===== src/rtl/if_prefetch_queue_if.sv =====
// Bus bundle for the instruction prefetch queue: imem fetch port, decode
// redirect/stall inputs and the IF/ID-facing instruction output.
interface if_prefetch_queue_if #(
  parameter int AW = 2
) ();
  logic        redirect;
  logic [31:0] redirect_pc;
  logic        id_stall;
  logic        imem_req;
  logic [31:0] imem_addr;
  logic        imem_ack;
  logic [31:0] imem_rdata;
  logic        out_valid;
  logic [31:0] out_inst;
  logic [31:0] out_pc4;
  logic [AW:0] count;

  modport slave (
    input  redirect, redirect_pc, id_stall, imem_ack, imem_rdata,
    output imem_req, imem_addr, out_valid, out_inst, out_pc4, count
  );

  modport master (
    output redirect, redirect_pc, id_stall, imem_ack, imem_rdata,
    input  imem_req, imem_addr, out_valid, out_inst, out_pc4, count
  );
endinterface


===== src/rtl/if_prefetch_queue.sv =====
// Sequential instruction prefetch FIFO between imem and IF/ID.
// Optional PFQ_BYPASS_EN: present an acked word in its ack cycle when the FIFO is empty.
//
// state  | meaning
// S_IDLE | no request outstanding; issue when space remains and no redirect
// S_WAIT | request at r_req_addr outstanding; push on ack
// S_DROP | request killed by a redirect; discard the ack, then go idle
module if_prefetch_queue #(
  parameter int          DEPTH    = 4,
  parameter int          AW       = 2,
  parameter logic [31:0] RESET_PC = 32'h0000_0000
) (
  input  logic                 i_clk,
  input  logic                 i_rst_n,
  if_prefetch_queue_if.slave   bus
);

  typedef enum logic [1:0] {
    S_IDLE = 2'd0,
    S_WAIT = 2'd1,
    S_DROP = 2'd2
  } state_t;

  state_t        r_state, w_state_nxt;
  logic [31:0]   r_fetch_pc;
  logic [31:0]   r_req_addr;
  logic [31:0]   r_fifo_inst [DEPTH];
  logic [31:0]   r_fifo_pc4  [DEPTH];
  logic [AW-1:0] r_wr_ptr, r_rd_ptr;
  logic [AW:0]   r_count;

  logic [AW:0]   w_count_nxt;
  logic [31:0]   w_fetch_pc4, w_head_inst, w_head_pc4;
  logic          w_empty, w_ack_live, w_bypass, w_out_valid;
  logic          w_pop, w_push, w_space;

  assign w_empty     = (r_count == '0);
  assign w_fetch_pc4 = r_fetch_pc + 32'd4;
  // A redirect outranks the ack, so a same-cycle ack never counts as live.
  assign w_ack_live  = bus.imem_ack && (r_state == S_WAIT) && !bus.redirect;

`ifdef PFQ_BYPASS_EN
  assign w_bypass    = w_empty && w_ack_live;
  assign w_head_inst = w_empty ? bus.imem_rdata : r_fifo_inst[r_rd_ptr];
  assign w_head_pc4  = w_empty ? w_fetch_pc4    : r_fifo_pc4[r_rd_ptr];
`else
  assign w_bypass    = 1'b0;
  assign w_head_inst = r_fifo_inst[r_rd_ptr];
  assign w_head_pc4  = r_fifo_pc4[r_rd_ptr];
`endif

  assign w_out_valid = !bus.redirect && (!w_empty || w_bypass);
  assign w_pop       = w_out_valid && !bus.id_stall && !w_empty;
  assign w_push      = w_ack_live && !(w_bypass && !bus.id_stall);
  assign w_count_nxt = r_count + (AW+1)'(w_push) - (AW+1)'(w_pop);
  assign w_space     = (w_count_nxt < (AW+1)'(DEPTH));

  always_comb begin
    w_state_nxt = r_state;
    case (r_state)
      S_IDLE: if (!bus.redirect && w_space) w_state_nxt = S_WAIT;
      S_WAIT: begin
        // Redirect with a same-cycle ack has nothing left in flight to drop.
        if (bus.redirect)       w_state_nxt = bus.imem_ack ? S_IDLE : S_DROP;
        else if (bus.imem_ack)  w_state_nxt = w_space ? S_WAIT : S_IDLE;
      end
      S_DROP: if (bus.imem_ack) w_state_nxt = S_IDLE;
      default:                  w_state_nxt = S_IDLE;
    endcase
  end

  always_ff @(posedge i_clk or negedge i_rst_n) begin
    if (!i_rst_n) begin
      r_state    <= S_IDLE;
      r_fetch_pc <= RESET_PC;
      r_req_addr <= RESET_PC;
      r_wr_ptr   <= '0;
      r_rd_ptr   <= '0;
      r_count    <= '0;
    end else begin
      r_state <= w_state_nxt;
      if (bus.redirect)    r_fetch_pc <= bus.redirect_pc;
      else if (w_ack_live) r_fetch_pc <= w_fetch_pc4;
      if (w_state_nxt == S_WAIT) r_req_addr <= w_ack_live ? w_fetch_pc4 : r_fetch_pc;
      if (bus.redirect) begin
        r_wr_ptr <= '0;
        r_rd_ptr <= '0;
        r_count  <= '0;
      end else begin
        if (w_push) r_wr_ptr <= r_wr_ptr + AW'(1);
        if (w_pop)  r_rd_ptr <= r_rd_ptr + AW'(1);
        r_count <= w_count_nxt;
      end
    end
  end

  always_ff @(posedge i_clk) begin
    if (w_push) begin
      r_fifo_inst[r_wr_ptr] <= bus.imem_rdata;
      r_fifo_pc4[r_wr_ptr]  <= w_fetch_pc4;
    end
  end

  assign bus.imem_req  = (r_state != S_IDLE);
  assign bus.imem_addr = r_req_addr;
  assign bus.out_valid = w_out_valid;
  assign bus.out_inst  = w_out_valid ? w_head_inst : 32'h0;
  assign bus.out_pc4   = w_out_valid ? w_head_pc4  : 32'h0;
  assign bus.count     = r_count;

endmodule

===== src/flat_wrapper.sv =====
// flat-port wrapper written by rule: the top's interface ports become plain ports
module if_prefetch_queue_flat 
#(
  parameter int          DEPTH    = 4,
  parameter int          AW       = 2,
  parameter logic [31:0] RESET_PC = 32'h0000_0000
)
  (i_clk, i_rst_n, bus_redirect, bus_redirect_pc, bus_id_stall, bus_imem_ack, bus_imem_rdata, bus_imem_req, bus_imem_addr, bus_out_valid, bus_out_inst, bus_out_pc4, bus_count);
  if_prefetch_queue_if #(.AW(AW)) bus_i ();
  input  logic i_clk;
  input  logic i_rst_n;
  input wire logic [$bits(bus_i.redirect)-1:0] bus_redirect;
  input wire logic [$bits(bus_i.redirect_pc)-1:0] bus_redirect_pc;
  input wire logic [$bits(bus_i.id_stall)-1:0] bus_id_stall;
  input wire logic [$bits(bus_i.imem_ack)-1:0] bus_imem_ack;
  input wire logic [$bits(bus_i.imem_rdata)-1:0] bus_imem_rdata;
  output wire logic [$bits(bus_i.imem_req)-1:0] bus_imem_req;
  output wire logic [$bits(bus_i.imem_addr)-1:0] bus_imem_addr;
  output wire logic [$bits(bus_i.out_valid)-1:0] bus_out_valid;
  output wire logic [$bits(bus_i.out_inst)-1:0] bus_out_inst;
  output wire logic [$bits(bus_i.out_pc4)-1:0] bus_out_pc4;
  output wire logic [$bits(bus_i.count)-1:0] bus_count;
  assign bus_i.redirect = bus_redirect;
  assign bus_i.redirect_pc = bus_redirect_pc;
  assign bus_i.id_stall = bus_id_stall;
  assign bus_i.imem_ack = bus_imem_ack;
  assign bus_i.imem_rdata = bus_imem_rdata;
  assign bus_imem_req = bus_i.imem_req;
  assign bus_imem_addr = bus_i.imem_addr;
  assign bus_out_valid = bus_i.out_valid;
  assign bus_out_inst = bus_i.out_inst;
  assign bus_out_pc4 = bus_i.out_pc4;
  assign bus_count = bus_i.count;
  if_prefetch_queue #(.DEPTH(DEPTH), .AW(AW), .RESET_PC(RESET_PC)) u_core (.i_clk(i_clk), .i_rst_n(i_rst_n), .bus(bus_i));
endmodule

===== config.mk =====
export PLATFORM = sky130hd
export DESIGN_NAME = if_prefetch_queue_flat
export DESIGN_NICKNAME = d
export VERILOG_FILES = /design/src/rtl/if_prefetch_queue_if.sv /design/src/rtl/if_prefetch_queue.sv /design/src/flat_wrapper.sv
export SDC_FILE = /design/constraint.sdc
export NUM_CORES = 1
export LEC_CHECK = 0
export CORE_AREA = 2 2 170 172
export DETAILED_ROUTE_END_ITERATION = 10
export DIE_AREA = 0 0 172 174
export PLACE_DENSITY = 0.72
export SLEW_MARGIN = 20
export SYNTH_ARGS = -nofsm -noshare
export SYNTH_HDL_FRONTEND = slang
export SYNTH_SLANG_ARGS = --single-unit

===== constraint.sdc =====
create_clock -name i_clk -period 9.2 [get_ports i_clk]
set_input_delay 0.92 -clock i_clk [delete_from_list [all_inputs] [get_ports i_clk]]
set_output_delay 0.92 -clock i_clk [all_outputs]
set_load 0.1 [all_outputs]

==> results.md, run 1 <==
* Synthesis-to-finish area growth at 22.3%
* Root buf cell: clkbuf_16
* Relative slew slack at 25.2%
* Main combinational cell family by area after synthesis: multiplexers
* RePlAce Congestion at about 0.85
* DR DRC count at 0
* Synthesized flop and latch total at roughly 330
* Area share of fa/ha/maj cells after synthesis at less than 1%
* Simple-Gate Fraction of Synth Area at ~11%
* Clock sinks at approximately 330
* Mapped Nets at about 960
* Core box area at between 0.02 and 0.03 sq mm
* Min Tclk post-route at 4780 ps
* Number of detailed-route iterations in the first pass at 6
* Mux contribution to synthesized area at 11.0%
* Post-CTS Repair Setup Buffers at 0
* Final Hold Fails at 0
* Library cells used by synthesis at between 40 and 50
* Die W at approximately 170 um
* Layout cell share with drive strength beyond 1 at approximately 14%
* Top cells by count, synth: edfxtp_1 (256), and2_1 (74), dfrtp_1 (73)
* H-tree Lvls at 2
* F_max at roughly 0.21 GHz
* Filler instances at approximately 2200
* Synth Instances at 886
* Post_cts resized at 0
* Post-synth top area share at a little under three fifths
* Port-buffer cells at roughly 170
* Main synth FF type: edfxtp_1
* Final wirelength at a little under 30000 um
* GR Overflow Total at 0
* Most frequent cell after synthesis: edfxtp_1
* Sequential area share after synthesis at 68.5%
* Clock buffer depth at 3
* Detail Placement HPWL at around 18000 um
* VDD IR max at around 0.35 mV
* CTS tree: done
* YS warnings at 0
* Initial core utilization at about half
* Crit path capture type: output pin
* Via count at just over 8000
* Die area at roughly 0.03 sq mm
* Largest net degree at the start of global routing at between 70 and 80
* # nets final at roughly 1100
* CP Data Arrival Time at just under 4000 ps
* Multi-input logic area at 0.00407 sq mm
* Synth area leaders: edfxtp_1 (55%), dfrtp_1 (13%), mux4_2 (10%), and2_1 (3.3%), a31oi_1 (1.8%)
* Max-cap viol count at 0
* Max stage delay on crit path at roughly 960 ps
* Period utilization at 52.0%
* XOR/XNOR Fraction of Synth Area at around 3.0%
* Critical Path Slowest Stage Cell: clkdlybuf4s50_1
* Setup CP Type: reg2out
* First-pass GRT wire length at ~45000 um
* Leak at 5.60 nW
* Cell-by-cell trace of the critical path: buf_4, mux4_2, and2_1, clkdlybuf4s50_1
* Post-synth top area cell: edfxtp_1
* Clock skew at around 16 ps
* Reg2Reg Depth at 11
* Clk_lat worst skew at ~510 ps
* RSZ-0062 raised after global routing: false
* Core Util, Final at between 60% and 70%
* Setup tns final at 0 ps
* Cell Rows at 62
* Seq. cell area at ~0.0095 sq mm
* CTS Hold Bufs at 0
* Vias in the first global route at around 8000
* Actual transition at the worst max-transition pin at roughly 1100 ps
* Syn avg cell area at 15.7 sq um
* CP required at roughly 8300 ps
* Hold Crit Class: reg2reg
* CP startpoint kind: register
* Crit Path Max Fanout at 47
* # setup viols final at 0
* Power Density at 310 mW/mm^2
* Gr usage total at 19.7%
* Status: complete, no violations
* Worst-path clk slew at ~60 ps
* # diodes at 0
* DR iter-0 viols at 716
* Hold path depth at 2
* Ports at 170
* Routed WL per cell at around 20 um
* Number of synthesized flops with an enable pin at around 260
* Num CTS Buffers at 34
* Initial antenna violation count at 0
* Chip Height at between 150 and 200 um
* DRT antenna net count at 0
* DR vias/cell at around 5.6
* FFs w/ async S/R, synth at ~22%
* Post-Syn Area at around 0.014 sq mm
* Post-synthesis compound-gate area fraction at ~3.7%
* Max Slew Vio Count at 0
registers in the layout, indices dropped and copies added (netlist names):
signal	count
u_core.r_fetch_pc	32
u_core.bus.count	3
u_core.bus.imem_addr	32
u_core.r_fifo_pc4	128
u_core.r_rd_ptr	2
u_core.r_wr_ptr	2
u_core.r_state	2
u_core.r_fifo_inst	128
cell type report:
type,instances,area share [%]
Clock inverter,14,0.863
Sequential cell,329,56.1
Multi-Input combinational cell,483,24.0
Inverter,13,0.288
Timing Repair Buffer,175,10.2
Tap cell,384,2.83
Clock buffer,47,5.76
critical path: cells and delay by family, from the launching register on:
kind	cells	cell delay [ps]
buffers and inverters	2	1740
flip-flops	1	700
multiplexers	1	650
AND/OR/NAND/NOR	1	180
cells by family (layout without fill, tap and decap cells):
logic type      after synthesis  count (layout)
fa+ha+maj                     8               8
buf+inv                      74             249
flops                       329             329
simple gates                274             274
compound gates               84              84
xor+xnor                     46              46
mux                          71              71
layer usage:
| layer | share of wire [%] | global-route usage (%) |
|---|---|---|
| met1 | 45 | 29.3 |
| met3 | 6.9 | 3.30 |
| met5 | 0 | 0 |
| met2 | 46 | 30.5 |
| met4 | 2.1 | 5.22 |
through the flow:
step	cell area, sq um	hold WS (ps)	setup WS [ps]	instances	total power [W]
floorplan	13900	492	5130	886	0.00344
global placement	15800	495	4610	1384	0.00392
detailed placement	15800	478	4530	1384	0.00393
CTS	17000	510	4320	1445	0.00530
global route	17000	535	4180	1445	0.00545
finish	17000	505	4420	1445	0.00525
worst paths after layout:
| kind | startpoint | end | slack (ps) |
|---|---|---|---|
| worst max register to register | u_core.bus.count[1]$_DFF_PN0_ | u_core.bus.imem_addr[12]$_DFFE_PN0N_ | 5310 |
| max in group asynchronous | i_rst_n | u_core.r_rd_ptr[0]$_DFFE_PN0P_ | 7970 |
| min in group asynchronous | i_rst_n | u_core.bus.imem_addr[24]$_DFFE_PN0N_ | 540 |
| worst max-delay path | u_core.r_rd_ptr[0]$_DFFE_PN0P_ | bus_out_pc4[0] | 4420 |
| worst min-delay path | u_core.bus.imem_addr[5]$_DFFE_PN0N_ | u_core.bus.imem_addr[5]$_DFFE_PN0N_ | 500 |
| worst min register to register | u_core.bus.imem_addr[5]$_DFFE_PN0N_ | u_core.bus.imem_addr[5]$_DFFE_PN0N_ | 500 |
power by group:
part / internal (W) / total (W) / switching [W]
Combinational: 0.000551 / 0.00201 / 0.00146
Clock: 0.000828 / 0.00136 / 0.000535
Sequential: 0.00175 / 0.00188 / 0.000123
Total: 0.00313 / 0.00525 / 0.00212
cells in the final DEF, fill, tap and decap left out, types with 6 or more instances in the layout:
cell type / netlist / layout
clkbuf_1: 41 / 8
xor2_1: 21 / 21
xnor2_1: 24 / 24
dfrtp_1: 73 / 71
o21ai_0: 24 / 24
nand3_1: 14 / 14
clkinv_2: 0 / 6
nand4_1: 18 / 18
inv_1: 10 / 10
nor2_1: 57 / 56
or4_1: 20 / 20
clkdlybuf4s50_1: 0 / 168
clkbuf_16: 0 / 37
buf_4: 2 / 7
nand2_1: 49 / 49
nor3_1: 12 / 12
ha_1: 7 / 7
and2_1: 74 / 70
edfxtp_1: 256 / 256
mux4_2: 64 / 64
o31ai_1: 15 / 15
mux2_2: 7 / 7
a31oi_1: 40 / 40
Power figures use the tool's default switching activity.
==> run 2, diff against run 1 <==
==> constraint.sdc (replaced) <==
create_clock -name i_clk -period 4.6 [get_ports i_clk]
set_input_delay 0.46 -clock i_clk [delete_from_list [all_inputs] [get_ports i_clk]]
set_output_delay 0.46 -clock i_clk [all_outputs]
set_load 0.1 [all_outputs]
==> results.md, run 2 (same netlist as run 1, synthesis figures left out) <==
* Status: complete, no violations
* Hold Crit Class: in2async
* Period utilization at between 80% and 90%
* DP Cell Count at 1388 (+0.29%)
* RSZ-0062 raised after global routing: false
* Cell-by-cell trace of the critical path: nor3_1, nor3_1, ha_1, inv_1, ha_1, inv_1, fa_1, xor3_1, a21o_1, inv_2, buf_4, nor2_1, a31oi_1
* Crit path capture type: register
* DR DRC count at 0 (unchanged)
* Met1 Use GR at 29.9% (+0.59 points)
* Port-buffer cells at 169 (unchanged)
* Min Tclk post-route at approximately 3700 ps
* Regs by FF count: u_core.r_fifo_inst (128), u_core.r_fifo_pc4 (128)
* Detail Placement HPWL at 18700 um (+3.3%)
* Initial antenna violation count at 0 (unchanged)
* Leak at 5.70 nW (+1.9%)
* Hold slack at 109 ps (-395 ps)
* Core box area at 0.0282 sq mm (unchanged)
* Number of detailed-route iterations in the first pass at 5 (-1)
* CTS tree: done
* DR vias/cell at 5.64 (+1.1%)
* CP startpoint kind: register
* Clock sinks at 329 (unchanged)
* Ports at 170 (unchanged)
* Relative slew slack at 24.7% (-0.45 points)
* GR Overflow Total at 0 (unchanged)
* Clk_lat worst skew at 500 ps (about the same)
* Post-Layout Cell Count at 1447 (+0.14%)
* VDD IR max at 0.597 mV (+72%)
* Commonest non-fill, non-tap cells in the layout: edfxtp_1 (256), clkdlybuf4s50_1 (103), buf_4 (75)
* Setup CP Type: reg2reg
* Commonest non-fill, non-tap cell in the layout: edfxtp_1
* Max stage delay on crit path at 520 ps (-440 ps)
* Crit Path Max Fanout at 27 (-43%)
* # nets final at 1117 (+0.36%)
* Num CTS Buffers at 34 (unchanged)
* Actual transition at the worst max-transition pin at 1130 ps (+6.66 ps)
* Gr usage total at 20.3% (+0.59 points)
* CP Data Arrival Time at 4040 ps (+180 ps)
* Worst-path clk slew at 60 ps (about the same)
* Most used routing layer: met2
* Cell Rows at 62 (unchanged)
* Vias in the first global route at 8285 (+3.1%)
* F_max at ~0.27 GHz
* Clock buffer depth at 3 (unchanged)
* CTS Hold Bufs at 0 (unchanged)
* Clock skew at 15.1 ps (-0.505 ps)
* RePlAce Congestion at 0.901 (+5.8%)
* Largest net degree at the start of global routing at 74 (unchanged)
* Critical Path Slowest Stage Cell: a21o_1
* DRT antenna net count at 0 (unchanged)
* Max-cap viol count at 0 (unchanged)
* Setup tns final at 0 ps (unchanged)
* Synthesis-to-finish area growth at 20.8%
* Post_cts resized at 0 (unchanged)
* Chip Height at 174 um (unchanged)
* Die area at 0.0299 sq mm (unchanged)
* CP required at 4950 ps (-3330 ps)
* # setup viols final at 0 (unchanged)
* GRT met2 Usage at 31.4% (+0.90 points)
* Layout cell share with drive strength beyond 1 at 19.9% (+6.2 points)
* DR iter-0 viols at 788 (+10%)
* H-tree Lvls at 2 (unchanged)
* Final wirelength at 30000 um (+3.3%)
* Post-CTS Repair Setup Buffers at 0 (unchanged)
* Via count at 8162 (+1.3%)
* Power Density at 616 mW/mm^2 (+99%)
* GR Util met3 at 4.01% (+0.71 points)
* Final Hold Fails at 0 (unchanged)
* Max Slew Vio Count at 0 (unchanged)
* # diodes at 0 (unchanged)
* Routed WL per cell at 20.7 um (+3.2%)
* Initial core utilization at 49.2% (unchanged)
* Root buf cell: clkbuf_16
* First-pass GRT wire length at 46300 um (+2.8%)
* Core Util, Final at 59.4% (-0.71 points)
* Die W at 172 um (unchanged)
## run 2: stage by stage
step | power, W | worst slack (ps) | instance area, sq um
after global routing | 0.0107 | 648 | 16800
final | 0.0103 | 910 | 16800
after global placement | 0.00781 | 751 | 15700
after detailed placement | 0.00785 | 604 | 15700
after CTS | 0.0104 | 930 | 16800
after floorplan | 0.00688 | 994 | 13900
## run 2: routing by layer
| metal | wire [um] | share of wire [%] |
|---|---|---|
| met2 | 13800 | 46 |
| met4 | 611 | 2.0 |
| met3 | 2160 | 7.2 |
| met1 | 13400 | 45 |
| met5 | 0 | 0 |
## run 2: critical path, delay by kind of cell (launching register included)
family,cells,cell delay (ps)
AND/OR/NAND/NOR,3,750
AO/OA/AOI/OAI,2,570
buffers and inverters,4,740
adder cells (fa/ha/maj),3,810
flip-flops,1,430
XOR/XNOR,1,230
## run 2: power breakdown
part	internal [W]	total (W)	switching (W)
clock network	0.00149	0.00257	0.00108
logic	0.00107	0.00397	0.00290
registers	0.00351	0.00380	0.000291
## run 2: path summary, 6_finish.rpt
| kind | start | endpoint | slack [ps] | depth (start not counted) |
|---|---|---|---|---|
| min | i_rst_n | u_core.bus.imem_addr[24]$_DFFE_PN0N_ | 110 | 1 |
| max | u_core.bus.count[1]$_DFF_PN0_ | u_core.bus.imem_addr[13]$_DFFE_PN0N_ | 910 | 13 |
| max in group asynchronous | i_rst_n | u_core.r_rd_ptr[0]$_DFFE_PN0P_ | 3750 | 1 |
| min reg2reg | u_core.bus.imem_addr[5]$_DFFE_PN0N_ | u_core.bus.imem_addr[5]$_DFFE_PN0N_ | 500 | 2 |
| max reg2reg | u_core.bus.count[1]$_DFF_PN0_ | u_core.bus.imem_addr[13]$_DFFE_PN0N_ | 910 | 13 |
| min in group i_clk | u_core.bus.imem_addr[5]$_DFFE_PN0N_ | u_core.bus.imem_addr[5]$_DFFE_PN0N_ | 500 | 2 |
## run 2: layout make-up
class / instances / area, sq um
clock inverters: 17 / 111
repair buffers: 179 / 1610
inverters: 13 / 48.8
multi-input cells: 483 / 4070
well taps: 384 / 480
flip-flops and latches: 329 / 9520
clock buffers: 42 / 932
fillers: 2201 / 11500
==> run 3, diff against run 2 <==
==> constraint.sdc (replaced) <==
create_clock -name i_clk -period 3.75 [get_ports i_clk]
set_input_delay 0.375 -clock i_clk [delete_from_list [all_inputs] [get_ports i_clk]]
set_output_delay 0.375 -clock i_clk [all_outputs]
set_load 0.1 [all_outputs]
==> results.md, run 3 (same netlist as run 1, synthesis figures left out) <==
* Status: complete, no violations
* Setup ws final at 547 ps (-363 ps)
* Seq pwr share at 33.5% (-3.3 points)
* Max layer used: met4
* Gr usage total at 20.8% (+0.47 points)
* CTS Hold Bufs at 0 (unchanged)
* VDD IR max at 0.733 mV (+23%)
* Initial core utilization at 49.2% (unchanged)
* Flop2flop setup slack at 550 ps (-360 ps)
* CTS tree: done
* Period utilization at 85.4% (+5.2 points)
* Worst-path clk slew at 60 ps (about the same)
* Placed cell area at 0.0166 sq mm (+5.8%)
* Met1 WL at 12900 um (-4.3%)
* Post-Layout Cell Count at 1456 (+0.62%)
* DR iter-0 viols at 706 (-10%)
* Relative slew slack at 25.3% (+0.64 points)
* Die area at 0.0299 sq mm (unchanged)
* Num CTS Buffers at 35 (+2.9%)
* H-tree Lvls at 2 (unchanged)
* Actual transition at the worst max-transition pin at 1120 ps (-9.57 ps)
* Clk network pwr share at 26.0% (+1.2 points)
* Clock buffer depth at 3 (unchanged)
* Via count at 8132 (-0.37%)
* Core box area at 0.0282 sq mm (unchanged)
* Post-CTS Repair Setup Buffers at 0 (unchanged)
* # nets final at 1125 (+0.72%)
* RR Startpoint: u_core.bus.count[1]$_DFF_PN0_
* DRT antenna net count at 0 (unchanged)
* RSZ-0062 raised after global routing: false
* Sw frac at 39.2% (-2.1 points)
* Internal at 0.00828 W (+36%)
* CP startpoint kind: register
* GR Overflow Total at 0 (unchanged)
* Leak at 6.01 nW (+5.4%)
* Commonest non-fill, non-tap cell in the layout: edfxtp_1
* Worst R2R End: u_core.bus.imem_addr[31]$_DFFE_PN0N_
* Combinational share of power at 40.5% (+2.1 points)
* Total power at 0.0136 W (+32%)
* Reg2Reg Depth at 13 (unchanged)
* DR DRC count at 0 (unchanged)
* Chip Height at 174 um (unchanged)
* Max-cap viol count at 0 (unchanged)
* Max Slew Vio Count at 0 (unchanged)
* Min Tclk post-route at 3200 ps (-487 ps)
* Final Hold Fails at 0 (unchanged)
* First-pass GRT wire length at 47300 um (+2.1%)
* Net Switching at 0.00534 W (+25%)
* Largest net degree at the start of global routing at 74 (unchanged)
* Regs by FF count: u_core.r_fifo_inst (128), u_core.r_fifo_pc4 (128)
* # setup viols final at 0 (unchanged)
* Clock sinks at 329 (unchanged)
* Initial antenna violation count at 0 (unchanged)
* Post_cts resized at 0 (unchanged)
* Clock skew at 15.7 ps (+0.591 ps)
* CP Data Arrival Time at 3620 ps (-420 ps)
* Synthesis-to-finish area growth at 28.5%
* Crit Path Max Fanout at 30 (+11%)
* Crit path capture type: register
* RePlAce Congestion at 0.879 (-2.4%)
* Die W at 172 um (unchanged)
* CP required at 4170 ps (-780 ps)
* # diodes at 0 (unchanged)
* Setup WS pre-CTS at 357 ps (-247 ps)
* Cell Rows at 62 (unchanged)
* Finished Cell Area at 0.0178 sq mm (+6.3%)
* Hold Crit Class: in2async
* Final wirelength at 30200 um (+0.90%)
* DP Cell Count at 1395 (+0.50%)
* Number of detailed-route iterations in the first pass at 5 (unchanged)
* Commonest non-fill, non-tap cells in the layout: edfxtp_1 (256), clkdlybuf4s50_1 (103), dfrtp_1 (71)
* Met2 WL post-DR at 14600 um (+6.3%)
* Port-buffer cells at 169 (unchanged)
* Root buf cell: clkbuf_16
* Detail Placement HPWL at 19600 um (+4.4%)
* Ports at 170 (unchanged)
* Setup CP Type: reg2reg
* Clk_lat worst skew at 510 ps (about the same)
* Metal3 WL at 2180 um (+0.65%)
* DR vias/cell at 5.59 (-0.98%)
* Layout cell share with drive strength beyond 1 at 20.7% (+0.77 points)
* Power Density at 764 mW/mm^2 (+24%)
* F_max at 0.312 GHz (+15%)
* Setup tns final at 0 ps (unchanged)
* Routed WL per cell at 20.8 um (+0.28%)
* Vias in the first global route at 8339 (+0.65%)
-- run 3: cell types whose count changed in the layout (fill, tap and decap cells not counted), moves of 2 or more --
cell	change
clkinv_1	-3
buf_12	+69
bufinv_16	+5
clkbuf_16	+2
clkbuf_8	-3
buf_4	-62
clkbuf_1	+2
-- run 3: power by group through the flow --
stage | logic [W] | registers, W | clock network [W]
floorplan | 0.00270 | 0.00574 | 0
global placement | 0.00552 | 0.00462 | 0
detailed placement | 0.00557 | 0.00462 | 0
CTS | 0.00558 | 0.00456 | 0.00360
global route | 0.00576 | 0.00460 | 0.00375
finish | 0.00552 | 0.00456 | 0.00354
-- run 3: worst max path at each step --
stage	startpoint	endpoint	slack, ps	depth (start not counted)
after floorplan	u_core.bus.count[1]$_DFF_PN0_	bus_out_inst[22]	230	4
after global placement	bus_redirect	u_core.bus.imem_addr[12]$_DFFE_PN0N_	440	11
after detailed placement	bus_redirect	u_core.bus.imem_addr[22]$_DFFE_PN0N_	360	13
after CTS	u_core.bus.count[1]$_DFF_PN0_	u_core.bus.imem_addr[31]$_DFFE_PN0N_	540	13
after global routing	u_core.bus.count[1]$_DFF_PN0_	u_core.bus.imem_addr[11]$_DFFE_PN0N_	270	13
final	u_core.bus.count[1]$_DFF_PN0_	u_core.bus.imem_addr[31]$_DFFE_PN0N_	550	13
-- run 3: metrics by stage --
| stage | utilization [%] | hold WS, ps |
|---|---|---|
| after global placement | 58.9 | 467 |
| final | 63.2 | 11.1 |
| after floorplan | - | 79.4 |
| after CTS | 63.2 | 41.1 |
| after detailed placement | 58.9 | 469 |
| after global routing | 63.2 | 85.6 |
-- run 3: final cells by class --
cell class	count	area (sq um)
Clock buffer	43	948
Clock inverter	18	243
Fill cell	2066	10400
Inverter	13	48.8
Multi-Input combinational cell	483	4070
Sequential cell	329	9520
Tap cell	384	480
Timing Repair Buffer	186	2530
-- run 3: worst max-delay path, stage by stage (launching register included) --
cell	delay [ps]
dfrtp_1	440
nor3_1	470
nor3_1	170
ha_1	310
inv_1	60
ha_1	140
inv_1	50
fa_1	370
xor3_1	210
a21o_1	210
inv_2	260
buf_12	220
nor2_1	50
a31oi_1	150
-- run 3: per-layer routing --
layer / up-vias / track usage [%]
met5: - / 0
met4: 0 / 4.76
met3: 45 / 3.62
met2: 304 / 33.4
met1: 4085 / 29.9
li1: 3698 / -
